### config.mk
export PLATFORM = sky130hd
export DESIGN_NAME = imem_load_ctrl
export DESIGN_NICKNAME = d
export VERILOG_FILES = /design/src/rtl/imem_load_ctrl.sv
export SDC_FILE = /design/constraint.sdc
export NUM_CORES = 1
export LEC_CHECK = 0
export ABC_AREA = 1
export CORE_MARGIN = 2
export CORE_UTILIZATION = 56
export CTS_BUF_LIST = sky130_fd_sc_hd__clkbuf_16
export DETAILED_ROUTE_END_ITERATION = 8
export PLACE_DENSITY_LB_ADDON = 0.15
export SYNTH_ARGS = -nofsm -noshare
export SYNTH_HDL_FRONTEND = slang
export SYNTH_SLANG_ARGS = --single-unit
### constraint.sdc
create_clock -name clk -period 7.1 [get_ports clk]
set_input_delay 1.42 -clock clk [delete_from_list [all_inputs] [get_ports clk]]
set_output_delay 1.42 -clock clk [all_outputs]
set_load 0.02 [all_outputs]
### src/rtl/imem_load_ctrl.sv
// ---------------------------------------------------------------------------
// imem_load_ctrl
//
// Owns the single-port instruction memory and walks it through three phases:
//   CLEAR : every word is written with zero, one word per cycle.
//   LOAD  : bytes from the boot loader are packed MSB-first into 32-bit words
//           and written in order (FLUSH writes a trailing partial word).
//   RUN   : the CPU is released and instruction fetches are served.
// Loader writes and fetch reads never overlap, because each phase owns the
// port exclusively.
//
// Ports:
//   clk, resetN              clock (rising edge), async active-low reset
//   ld_valid/ld_byte/ld_done loader byte stream and end-of-program pulse
//   ld_ready                 high while bytes are being accepted (LOAD)
//   ld_overflow              sticky: a byte arrived after memory was full
//   fetch_req/fetch_addr     fetch request with a byte address (PC)
//   fetch_valid/instr/err    fetch response, one cycle after the memory read
//   mem_we/addr/wdata/rdata  memory port (registered address; rdata follows
//                            one cycle after the address is presented)
//   cpu_run                  releases the CPU from reset (RUN)
//   words_loaded             number of program words written
// ---------------------------------------------------------------------------
module imem_load_ctrl #(
    parameter int MEM_SIZE = 256,
    parameter int ADDR_W   = 8
) (
    input  logic              clk,
    input  logic              resetN,
    input  logic              ld_valid,
    input  logic [7:0]        ld_byte,
    input  logic              ld_done,
    output logic              ld_ready,
    output logic              ld_overflow,
    input  logic              fetch_req,
    input  logic [31:0]       fetch_addr,
    output logic              fetch_valid,
    output logic [31:0]       fetch_instr,
    output logic              fetch_err,
    output logic              mem_we,
    output logic [ADDR_W-1:0] mem_addr,
    output logic [31:0]       mem_wdata,
    input  logic [31:0]       mem_rdata,
    output logic              cpu_run,
    output logic [ADDR_W:0]   words_loaded
);

    typedef enum logic [1:0] {
        S_CLEAR,
        S_LOAD,
        S_FLUSH,
        S_RUN
    } state_t;

    localparam logic [ADDR_W:0] FULL_COUNT = (ADDR_W + 1)'(MEM_SIZE);
    localparam logic [31:0]     BYTE_LIMIT = 32'(4 * MEM_SIZE);

    state_t              state_q, state_d;
    logic [ADDR_W-1:0]   clrPtr_q, clrPtr_d;
    logic [ADDR_W-1:0]   wrPtr_q, wrPtr_d;
    logic [1:0]          byteCnt_q, byteCnt_d;
    logic [31:0]         asm_q, asm_d;
    logic [ADDR_W:0]     wordsLoaded_q, wordsLoaded_d;
    logic                overflow_q, overflow_d;
    logic                memWe_q, memWe_d;
    logic [ADDR_W-1:0]   memAddr_q, memAddr_d;
    logic [31:0]         memWdata_q, memWdata_d;
    logic                reqPend_q, reqPend_d;
    logic                errPend_q, errPend_d;
    logic                fetchValid_q, fetchValid_d;
    logic                fetchErr_q, fetchErr_d;
    logic [31:0]         fetchInstr_q, fetchInstr_d;
    logic [1:0]          padBytes;

    // State register and all datapath registers.
    always_ff @(posedge clk or negedge resetN) begin
        if (!resetN) begin
            state_q       <= S_CLEAR;
            clrPtr_q      <= '0;
            wrPtr_q       <= '0;
            byteCnt_q     <= '0;
            asm_q         <= '0;
            wordsLoaded_q <= '0;
            overflow_q    <= 1'b0;
            memWe_q       <= 1'b0;
            memAddr_q     <= '0;
            memWdata_q    <= '0;
            reqPend_q     <= 1'b0;
            errPend_q     <= 1'b0;
            fetchValid_q  <= 1'b0;
            fetchErr_q    <= 1'b0;
            fetchInstr_q  <= '0;
        end else begin
            state_q       <= state_d;
            clrPtr_q      <= clrPtr_d;
            wrPtr_q       <= wrPtr_d;
            byteCnt_q     <= byteCnt_d;
            asm_q         <= asm_d;
            wordsLoaded_q <= wordsLoaded_d;
            overflow_q    <= overflow_d;
            memWe_q       <= memWe_d;
            memAddr_q     <= memAddr_d;
            memWdata_q    <= memWdata_d;
            reqPend_q     <= reqPend_d;
            errPend_q     <= errPend_d;
            fetchValid_q  <= fetchValid_d;
            fetchErr_q    <= fetchErr_d;
            fetchInstr_q  <= fetchInstr_d;
        end
    end

    // Next-state and next-output logic for every phase.
    always_comb begin
        state_d       = state_q;
        clrPtr_d      = clrPtr_q;
        wrPtr_d       = wrPtr_q;
        byteCnt_d     = byteCnt_q;
        asm_d         = asm_q;
        wordsLoaded_d = wordsLoaded_q;
        overflow_d    = overflow_q;
        memWe_d       = 1'b0;
        memAddr_d     = memAddr_q;
        memWdata_d    = memWdata_q;
        reqPend_d     = 1'b0;
        errPend_d     = 1'b0;
        padBytes      = 2'd0;

        // Fetch response stage: the memory read launched last cycle is now on
        // mem_rdata; a rejected fetch returns a NOP and never touched memory.
        fetchValid_d = reqPend_q;
        fetchErr_d   = reqPend_q & errPend_q;
        fetchInstr_d = fetchInstr_q;
        if (reqPend_q) begin
            fetchInstr_d = errPend_q ? 32'h0 : mem_rdata;
        end

        case (state_q)
            S_CLEAR: begin
                memWe_d    = 1'b1;
                memAddr_d  = clrPtr_q;
                memWdata_d = 32'h0;
                clrPtr_d   = clrPtr_q + 1'b1;
                if (clrPtr_q == ADDR_W'(MEM_SIZE - 1)) begin
                    state_d = S_LOAD;
                end
            end

            S_LOAD: begin
                if (ld_valid) begin
                    if (wordsLoaded_q == FULL_COUNT) begin
                        overflow_d = 1'b1;
                    end else begin
                        asm_d = {asm_q[23:0], ld_byte};
                        if (byteCnt_q == 2'd3) begin
                            memWe_d       = 1'b1;
                            memAddr_d     = wrPtr_q;
                            memWdata_d    = asm_d;
                            wrPtr_d       = wrPtr_q + 1'b1;
                            wordsLoaded_d = wordsLoaded_q + 1'b1;
                            byteCnt_d     = 2'd0;
                        end else begin
                            byteCnt_d = byteCnt_q + 2'd1;
                        end
                    end
                end
                // Done is evaluated after this cycle's byte has been taken.
                // A pending partial word is launched now so it is on the port
                // during FLUSH; left-justify by the number of missing bytes.
                if (ld_done) begin
                    if (byteCnt_d != 2'd0) begin
                        padBytes      = 2'd0 - byteCnt_d;
                        state_d       = S_FLUSH;
                        memWe_d       = 1'b1;
                        memAddr_d     = wrPtr_q;
                        memWdata_d    = asm_d << {padBytes, 3'b000};
                        wrPtr_d       = wrPtr_q + 1'b1;
                        wordsLoaded_d = wordsLoaded_q + 1'b1;
                        byteCnt_d     = 2'd0;
                    end else begin
                        state_d = S_RUN;
                    end
                end
            end

            S_FLUSH: begin
                state_d = S_RUN;
            end

            S_RUN: begin
                if (fetch_req) begin
                    reqPend_d = 1'b1;
                    if ((fetch_addr[1:0] != 2'b00) || (fetch_addr >= BYTE_LIMIT)) begin
                        errPend_d = 1'b1;
                    end else begin
                        memAddr_d = fetch_addr[ADDR_W+1:2];
                    end
                end
            end

            default: begin
                state_d = S_CLEAR;
            end
        endcase
    end

    assign ld_ready     = (state_q == S_LOAD);
    assign cpu_run      = (state_q == S_RUN);
    assign ld_overflow  = overflow_q;
    assign words_loaded = wordsLoaded_q;
    assign mem_we       = memWe_q;
    assign mem_addr     = memAddr_q;
    assign mem_wdata    = memWdata_q;
    assign fetch_valid  = fetchValid_q;
    assign fetch_err    = fetchErr_q;
    assign fetch_instr  = fetchInstr_q;

endmodule

Word-level counts from Yosys, hierarchy flattened
Index checks and enable logic that the tools add are counted.

Bits in registers: 139. Latch bits: 0. Bits in writable memories: 0. Bits in read-only memories: 0. Input port bits: 77. Output and inout port bits: 87. Logic and storage cells: 92. Memories: 0.

Add/subtract/negate cells: 5. Multiply operators: 0. Divide/modulo/power cells: 0. Order comparisons: 1. Equality and inequality tests: 10. Shift operators: 1. Multiplexer cells: 49. Bitwise logic cells: 1. Reductions and logical operators: 10.

Operators with widths (number): $mux 32 (9); $mux 8 (12); $pmux 32 s2 (1); $mux 9 (5); $ge 32x11->1 const B (1); $shl 32x5->32 (1); $pmux 8 s3 (1); $add 8x1->8 const B (2); $mux 2 (8); $mux 1 (11); $add 9x1->9 const B (1); $eq 9x9->1 const B (1); $reduce_and 3->1 (3); $eq 8x8->1 const B (1); $ne 2x2->1 const B (4); $eq 2x2->1 const B (3); $pmux 2 s3 (1); $reduce_bool 2->1 (3); $reduce_bool 3->1 (2); $add 2x1->2 const B (1); $eq 2x1->1 const B (1); $logic_not 2->1 (1); $pmux 1 s2 (1); $sub 1x2->2 const A (1); 2 further kinds (2).

Longest topological paths before layout
Gate-level depths: netlist (run 1).

Depth after elaboration: 10. Depth in mapped cells: 20. Gate-level depth less buffers: 18.

Worst setup path before layout (run 1)
Ideal clock, no wire load.

Path kind: input to register. Start: input port ld_valid. End: register memWdata_q[23] (netlist: mem_wdata[23]). Library setup time: 118 ps. Arrival: 3189 ps. Data required time: 6982 ps. Path slack: 3793 ps. Stages on the path: 13. Buffers on the path: 4. Cell sequence: nand2_4 > buf_6 > buf_4 > nand2_1 > o21ai_0 > ha_1 > buf_4 > clkinv_1 > nor2_1 > buf_4 > o21ai_0 > nand3b_1 > nand2_1.

Longest elaborated chain between the ends: 7. Elaborated cells between the ends (all ways): 11. Classes of those cells: add/sub (1); shift (1); mux (8); reduce/logical (1).

RTL lines: start: declaration (RTL line 30) `input logic ld_valid,`; $mux 2 (RTL line 149) `if (ld_valid) begin`; $mux 2 (RTL line 137) `case (state_q)`; $sub 1x2->2 (RTL line 171) `padBytes = 2'd0 - byteCnt_d;`; $shl 32x5->32 (RTL line 175) `memWdata_d = asm_d << {padBytes, 3'b000};`; $mux 32 (RTL line 170) `if (byteCnt_d != 2'd0) begin`; $mux 32 * (RTL line 169) `if (ld_done) begin`; $pmux 32 s2 * (RTL line 137); end signal: assignment (RTL line 103) `memWdata_q <= memWdata_d;`; end: declaration (RTL line 67) `logic [31:0] memWdata_q, memWdata_d;`.

Every way passes the cells marked *; elsewhere a longest branch is shown, timed or not. The select of a mux whose other input is x is not followed. A chain may end at the register's enable or synchronous reset.

Worst setup path in the final report (run 1)
Start: input port ld_valid. End: register wordsLoaded_q[5] (netlist: words_loaded[5]).

Longest elaborated chain between the ends: 5. Elaborated cells between the ends (all ways): 6. Classes of those cells: mux (5); reduce/logical (1).

RTL lines: $mux 2 (RTL line 149); $mux 2 (RTL line 137); $reduce_bool 2->1 (RTL line 170); $mux 9 (RTL line 170); $mux 9 * (RTL line 169); end signal: assignment (RTL line 99) `wordsLoaded_q <= wordsLoaded_d;`; end: declaration (RTL line 63) `logic [ADDR_W:0] wordsLoaded_q, wordsLoaded_d;`.

Marked as above.

==> results of run 1 <==
## final cells by class
cell class                 count  area share (%)
clock buffer                  17            4.17
clock inverter                14            2.23
inverter                     126            4.64
multi-input combinational    791            36.0
sequential                   139            34.1
tap                          180            2.21
timing repair buffer         173            16.7
## critical path: stages
cell,delay (ns)
buf_2,0.11
buf_4,0.56
nand3b_1,0.17
nand2_2,0.47
ha_1,0.29
inv_1,0.05
nand2_1,0.66
buf_4,0.34
nand2_2,0.09
nand2_2,0.27
inv_2,0.16
nand2_1,0.11
xor2_1,0.16
inv_1,0.05
## cells by family (layout without fill, tap and decap cells)
kind of cell               count (synthesis)  after routing  synth area share, %
xor gates and xnor gates                  18             18                 1.98
buffers and inverters                    190            330                 10.3
DFF                                      139            139                 43.6
adders and majority gates                 10             10                 1.57
AOI/OAI and AO/OA                        110            110                 7.69
and+or+nand+nor                          653            653                 34.8
## per-layer routing
metal,vias to the layer above,wire length (um)
li1,3832,-
met1,3590,9610
met2,327,10100
met3,42,1860
met4,0,513
met5,-,0
## worst max path at each step
stage | from | to | slack [ns] | cells past startpoint
2_1_floorplan | ld_valid | mem_wdata[23]$_DFFE_PN0P_ | 3.79 | 13
3_5_place_dp | ld_valid | words_loaded[5]$_DFFE_PN0P_ | 2.11 | 14
6_report | ld_valid | words_loaded[5]$_DFFE_PN0P_ | 2.49 | 14
3_3_place_gp | ld_valid | words_loaded[5]$_DFFE_PN0P_ | 2.22 | 14
5_1_grt | ld_valid | words_loaded[5]$_DFFE_PN0P_ | 2.23 | 14
4_1_cts | ld_valid | words_loaded[5]$_DFFE_PN0P_ | 2.52 | 14
## Yosys cell counts, types with 3 or more instances
| library cell | n |
|---|---|
| o21ai_0 | 69 |
| o21bai_1 | 7 |
| inv_1 | 117 |
| dfrtp_1 | 139 |
| buf_6 | 7 |
| nand3b_1 | 11 |
| buf_1 | 5 |
| nand4_1 | 23 |
| buf_4 | 8 |
| nand2_2 | 5 |
| a31oi_1 | 12 |
| nand3_1 | 148 |
| inv_2 | 5 |
| nand2_1 | 403 |
| ha_1 | 10 |
| buf_2 | 21 |
| o21ai_1 | 8 |
| clkinv_1 | 4 |
| clkbuf_1 | 23 |
| nor2_1 | 54 |
| a22oi_1 | 9 |
| xor2_1 | 15 |
| nor3_1 | 5 |
| xnor2_1 | 3 |
## power by group through the flow
stage | clock, mW | combinational [mW] | sequential, mW
2_1_floorplan | 0 | 1.26 | 1.62
3_3_place_gp | 0 | 2.24 | 1.44
3_5_place_dp | 0 | 2.28 | 1.45
4_1_cts | 0.998 | 2.31 | 1.44
5_1_grt | 1.04 | 2.58 | 1.49
6_report | 0.993 | 2.31 | 1.45
## cells in the final DEF (no fill, tap or decap), drive strengths merged, types with 4 or more instances in the layout
cell and count:
a22oi 9, a31oi 12, buf 12, bufinv 6, clkbuf 17, clkdlybuf4s50 161, clkinv 7, clkinvlp 4
dfrtp 139, ha 10, inv 123, nand2 409, nand3 149, nand3b 11, nand4 23, nor2 54
nor3 5, o21ai 77, o21bai 7, xor2 15
## per-stage QoR
stage / cells / setup slack (ns) / power, mW
2_1_floorplan: 1120 / 3.79 / 2.89
3_3_place_gp: 1409 / 2.22 / 3.68
3_5_place_dp: 1409 / 2.11 / 3.73
4_1_cts: 1440 / 2.52 / 4.75
5_1_grt: 1440 / 2.23 / 5.11
6_report: 1440 / 2.49 / 4.75
## sequential cells by signal, summed over array words and instances (netlist names)
| name | count |
|---|---|
| byteCnt_q | 2 |
| errPend_q | 1 |
| mem_wdata | 32 |
| fetch_instr | 32 |
| words_loaded | 9 |
| wrPtr_q | 8 |
| mem_addr | 8 |
| asm_q | 32 |
| fetch_valid | 1 |
| ld_overflow | 1 |
| state_q | 2 |
| fetch_err | 1 |
| mem_we | 1 |
| fetchValid_d | 1 |
| clrPtr_q | 8 |
==> impl_metrics.ini, run 1 <==
[global_routing]
grt_pass1_wl_mm = 36.2
grt_pass1_vias = 7257
grtUsageMet1_pct = 42.1
grt_use_met2_pct = 47.6
antenna_found_initial = 0
gr-usage-met3_pct = 6.41
grt_usage_pct = 30.5
grt_max_degree = 76
busiest_layer = met2
gr-total-overflow = 0

[timing]
grt_setup_unrepaired = false
tightest_slew_ns = 1.20
relSlewSlack_pct = 19.7
finalSetupTns_ns = 0
period_minus_slack_ns = 4.61
slew_viol_final = 0
min_period_over_period_pct = 65.0
fin_hold_ws_ns = 0.474
fmax_mhz = 217
setup_viol = 0
finClkSkew_ns = 0.00760
hold_viol_final = 0

[floorplanning]
design.die.area_mm2 = 0.0152
core_mm2 = 0.0139
die_x_um = 123
boundaryPins = 164
rows = 43
start_util_pct = 57.4
die_h_um = 123

[yosys]
synth_area_mm2 = 0.00797
yosys_warnings = 0
ys_types = 31
synth_seq_area_share_pct = 43.6
syn_inst = 1120
synthTopCellsByArea = dfrtp_1 44%, nand2_1 19%, nand3_1 9.3%, inv_1 5.5%, o21ai_0 4.3%
syn_nets = 1207
synthFlopType = dfrtp_1
synth_top_area_share_pct = 43.6
avgSynthCellArea_um2 = 7.12
ys_async_sr_fraction_pct = 100
yosysTopAreaCell = dfrtp_1
synth-edff-count = 0
yosys_register_bits = 139

[cts]
clk_latency_ns = 0.43
clk_path_buf_depth = 2
postCtsHoldBufs = 0
cts_tree = yes
cts.sinks = 139
cts_resized = 0
clk_pin_slew_ns = 0.06
cts_root_buf = clkbuf_16
cts-htree-levels = 4
cts_buffers = 17
cts_setup_buffers = 0

[flow_run]
drv_cap = 0

[setup_path]
reg2reg_depth = 18
required_ns = 7.42
reg2reg_slack_ns = 2.62
worst_setup_path_start_kind = primary input
critPathMaxFanout = 67
r2r-start = words_loaded[0]$_DFFE_PN0P_
cp-end-kind = flip-flop
critical_path_arrival_ns = 4.93
rr_endpoint = words_loaded[5]$_DFFE_PN0P_
path_class = in2reg

[hold_path]
whs_endpoint = mem_addr[2]$_DFFE_PN0P_
hp-start = mem_addr[2]$_DFFE_PN0P_
hold_class = reg2reg
hold_depth = 2

[placement]
port_buffers = 163
place_hpwl_mm = 14.4
gp_congestion = 0.893
dpl_cell_area_mm2 = 0.00955

[detailed_routing]
drtIter0Drc = 749
wirelength_mm = 22.1
detail-route-antenna-nets = 0
num_vias = 7791
drc = 0
drt_first_pass_iters = 5
wire_per_inst_um = 15.3
viasPerCell = 5.41

[final_layout]
layout-drive-gt1-share_pct = 4.29
fillers = 1086
area_delta_synth_final_pct = 28.0
final-seq-area_mm2 = 0.00348
multi_input_area_mm2 = 0.00367
insertedDiodeCount = 0
nets = 1335
utilization_pct = 73.5
final_area_mm2 = 0.0102

[power]
sw_frac_of_total_pct = 43.3
ir_worst_vdd_uv = 235
intPower_mw = 2.69
combPwrFrac_pct = 48.7
switching_power_mw = 2.06
clkPwrFrac_pct = 20.9
p_leak_nw = 5.06
seqPwrFrac_pct = 30.4
powerDensity_mw_per_mm2 = 466

[status]
status = finished clean
Note: power is estimated with default switching activity, not from simulation.
==> inputs of run 2 (changes only) <==
--- a/config.mk
+++ b/config.mk
@@ -7,7 +7,7 @@
 export LEC_CHECK = 0
 export ABC_AREA = 1
 export CORE_MARGIN = 2
-export CORE_UTILIZATION = 56
+export CORE_UTILIZATION = 52
 export CTS_BUF_LIST = sky130_fd_sc_hd__clkbuf_16
 export DETAILED_ROUTE_END_ITERATION = 8
 export PLACE_DENSITY_LB_ADDON = 0.15
==> constraint.sdc (replaced) <==
create_clock -name clk -period 4.25 [get_ports clk]
set_input_delay 0.85 -clock clk [delete_from_list [all_inputs] [get_ports clk]]
set_output_delay 0.85 -clock clk [all_outputs]
set_load 0.02 [all_outputs]
==> impl_metrics.ini, run 2 (synthesized netlist as in run 1, its figures left out) <==
[status]
status = finished clean

[setup_path]
r2r-start = words_loaded[0]$_DFFE_PN0P_
path_class = reg2reg
critPathMaxFanout = 16
crit_path_end = mem_wdata[23]$_DFFE_PN0P_
crit_start = words_loaded[0]$_DFFE_PN0P_
reg2reg_depth = 14
required_ns = 4.56
reg2reg_slack_ns = 0.57
worst_setup_path_start_kind = flip-flop
rr_endpoint = mem_wdata[23]$_DFFE_PN0P_
cp-end-kind = flip-flop
critical_path_arrival_ns = 3.99

[timing]
fmax_mhz = 272
min_period_over_period_pct = 86.6
hold_viol_final = 0
setup_viol = 0
period_minus_slack_ns = 3.68
tightest_slew_ns = 1.36
finalSetupTns_ns = 0
finClkSkew_ns = 0.00471
slew_viol_final = 0
grt_setup_unrepaired = false
relSlewSlack_pct = 8.84

[power]
sw_frac_of_total_pct = 44.2
seqPwrFrac_pct = 31.1
powerDensity_mw_per_mm2 = 762
ir_worst_vdd_uv = 465
p_leak_nw = 5.07
switching_power_mw = 3.43
p_total_mw = 7.77
combPwrFrac_pct = 49.9
intPower_mw = 4.34
clkPwrFrac_pct = 19.0

[floorplanning]
boundaryPins = 164
die_h_um = 128
die_x_um = 128
design.die.area_mm2 = 0.0163
start_util_pct = 52.8
rows = 45
core_mm2 = 0.0151

[hold_path]
hold_class = reg2reg

[cts]
cts_buffers = 17
cts-htree-levels = 4
postCtsHoldBufs = 0
cts_setup_buffers = 0
cts_resized = 0
cts_root_buf = clkbuf_16
cts.sinks = 139
clk_pin_slew_ns = 0.06
clk_latency_ns = 0.42
clk_path_buf_depth = 2
cts_tree = yes

[final_layout]
nets = 1342
utilization_pct = 67.6
fillers = 1306
layout-drive-gt1-share_pct = 4.81
insertedDiodeCount = 0
final-seq-area_mm2 = 0.00348
final_cell_mix = 403 x nand2_1, 161 x clkdlybuf4s50_1, 148 x nand3_1, 139 x dfrtp_1, 118 x inv_1
area_delta_synth_final_pct = 27.9
multi_input_area_mm2 = 0.00367
final_cells = 1455
final_common_cell = nand2_1
final_area_mm2 = 0.0102

[placement]
place_hpwl_mm = 14.8
gp_congestion = 0.870
dpl_cell_area_mm2 = 0.00962
port_buffers = 163
dp_cells = 1424

[detailed_routing]
num_vias = 7835
wire_per_inst_um = 15.2
wirelength_mm = 22.2
viasPerCell = 5.38
drc = 0
detail-route-antenna-nets = 0
drtIter0Drc = 768
drt_first_pass_iters = 5

[global_routing]
grt_pass1_wl_mm = 36.7
grt_usage_pct = 28.0
gr-total-overflow = 0
antenna_found_initial = 0
grt_max_degree = 106
grt_pass1_vias = 7305

[flow_run]
drv_cap = 0
## run 2: worst min path at each step
stage                                        from                       to  slack [ns]  cells past startpoint
after floorplan            fetchValid_d$_DFF_PN0_    fetch_valid$_DFF_PN0_        0.37                      0
after global placement        errPend_q$_DFF_PN0_      fetch_err$_DFF_PN0_        0.45                      2
after detailed placement      errPend_q$_DFF_PN0_      fetch_err$_DFF_PN0_        0.45                      2
after CTS                     errPend_q$_DFF_PN0_      fetch_err$_DFF_PN0_        0.46                      2
after global routing      mem_addr[5]$_DFFE_PN0P_  mem_addr[5]$_DFFE_PN0P_        0.50                      2
final                         errPend_q$_DFF_PN0_      fetch_err$_DFF_PN0_        0.46                      2
## run 2: final cells by class
class / instances / area share [%]
Clock buffer: 17 / 4.17
Clock inverter: 14 / 1.51
Inverter: 126 / 4.64
Multi-Input combinational cell: 791 / 36.0
Sequential cell: 139 / 34.1
Tap cell: 188 / 2.31
Timing Repair Buffer: 180 / 17.2
## run 2: worst max-delay path, stage by stage, from the launching register on
cell and delay (ns):
dfrtp_1 0.40, inv_1 0.13, ha_1 0.16, nand2_1 0.05
nor2_1 0.13, nand2_2 0.13, nand2_4 0.09, o21ai_0 0.11
ha_1 0.30, buf_4 0.17, clkinv_1 0.30, nor2_1 1.13
o21ai_0 0.22, nand3b_1 0.16, nand2_1 0.06
## run 2: power groups by stage
stage                     clock network [mW]  logic, mW  registers, mW
final                                   1.47       3.88           2.42
after detailed placement                   0       3.85           2.43
after global routing                    1.55       4.33           2.50
after floorplan                            0       2.11           2.71
after CTS                               1.49       3.87           2.41
after global placement                     0       3.78           2.42
## run 2: per-layer routing
metal  up-vias  track usage [%]  part of all wire [%]
li1       3852                -                     -
met1      3615             40.5                    46
met2       332             42.7                    45
met3        36             5.34                   7.7
met4         0             9.50                   2.1
met5         -                0                     0
## run 2: through the flow
stage               worst slack [ns]  hold WS (ns)
CTS                            0.699         0.463
detailed placement             0.679         0.452
finish                         0.571         0.460
global route                   0.364         0.499
floorplan                       1.35         0.370
global placement               0.757         0.445
==> inputs of run 3 (changes only) <==
--- a/config.mk
+++ b/config.mk
@@ -11,6 +11,8 @@
 export CTS_BUF_LIST = sky130_fd_sc_hd__clkbuf_16
 export DETAILED_ROUTE_END_ITERATION = 8
 export PLACE_DENSITY_LB_ADDON = 0.15
+export SKIP_CTS_REPAIR_TIMING = 1
+export SLEW_MARGIN = 5
 export SYNTH_ARGS = -nofsm -noshare
 export SYNTH_HDL_FRONTEND = slang
 export SYNTH_SLANG_ARGS = --single-unit
==> results of run 3 <==
Final layout, timing and power as in run 2 (identical DEF).
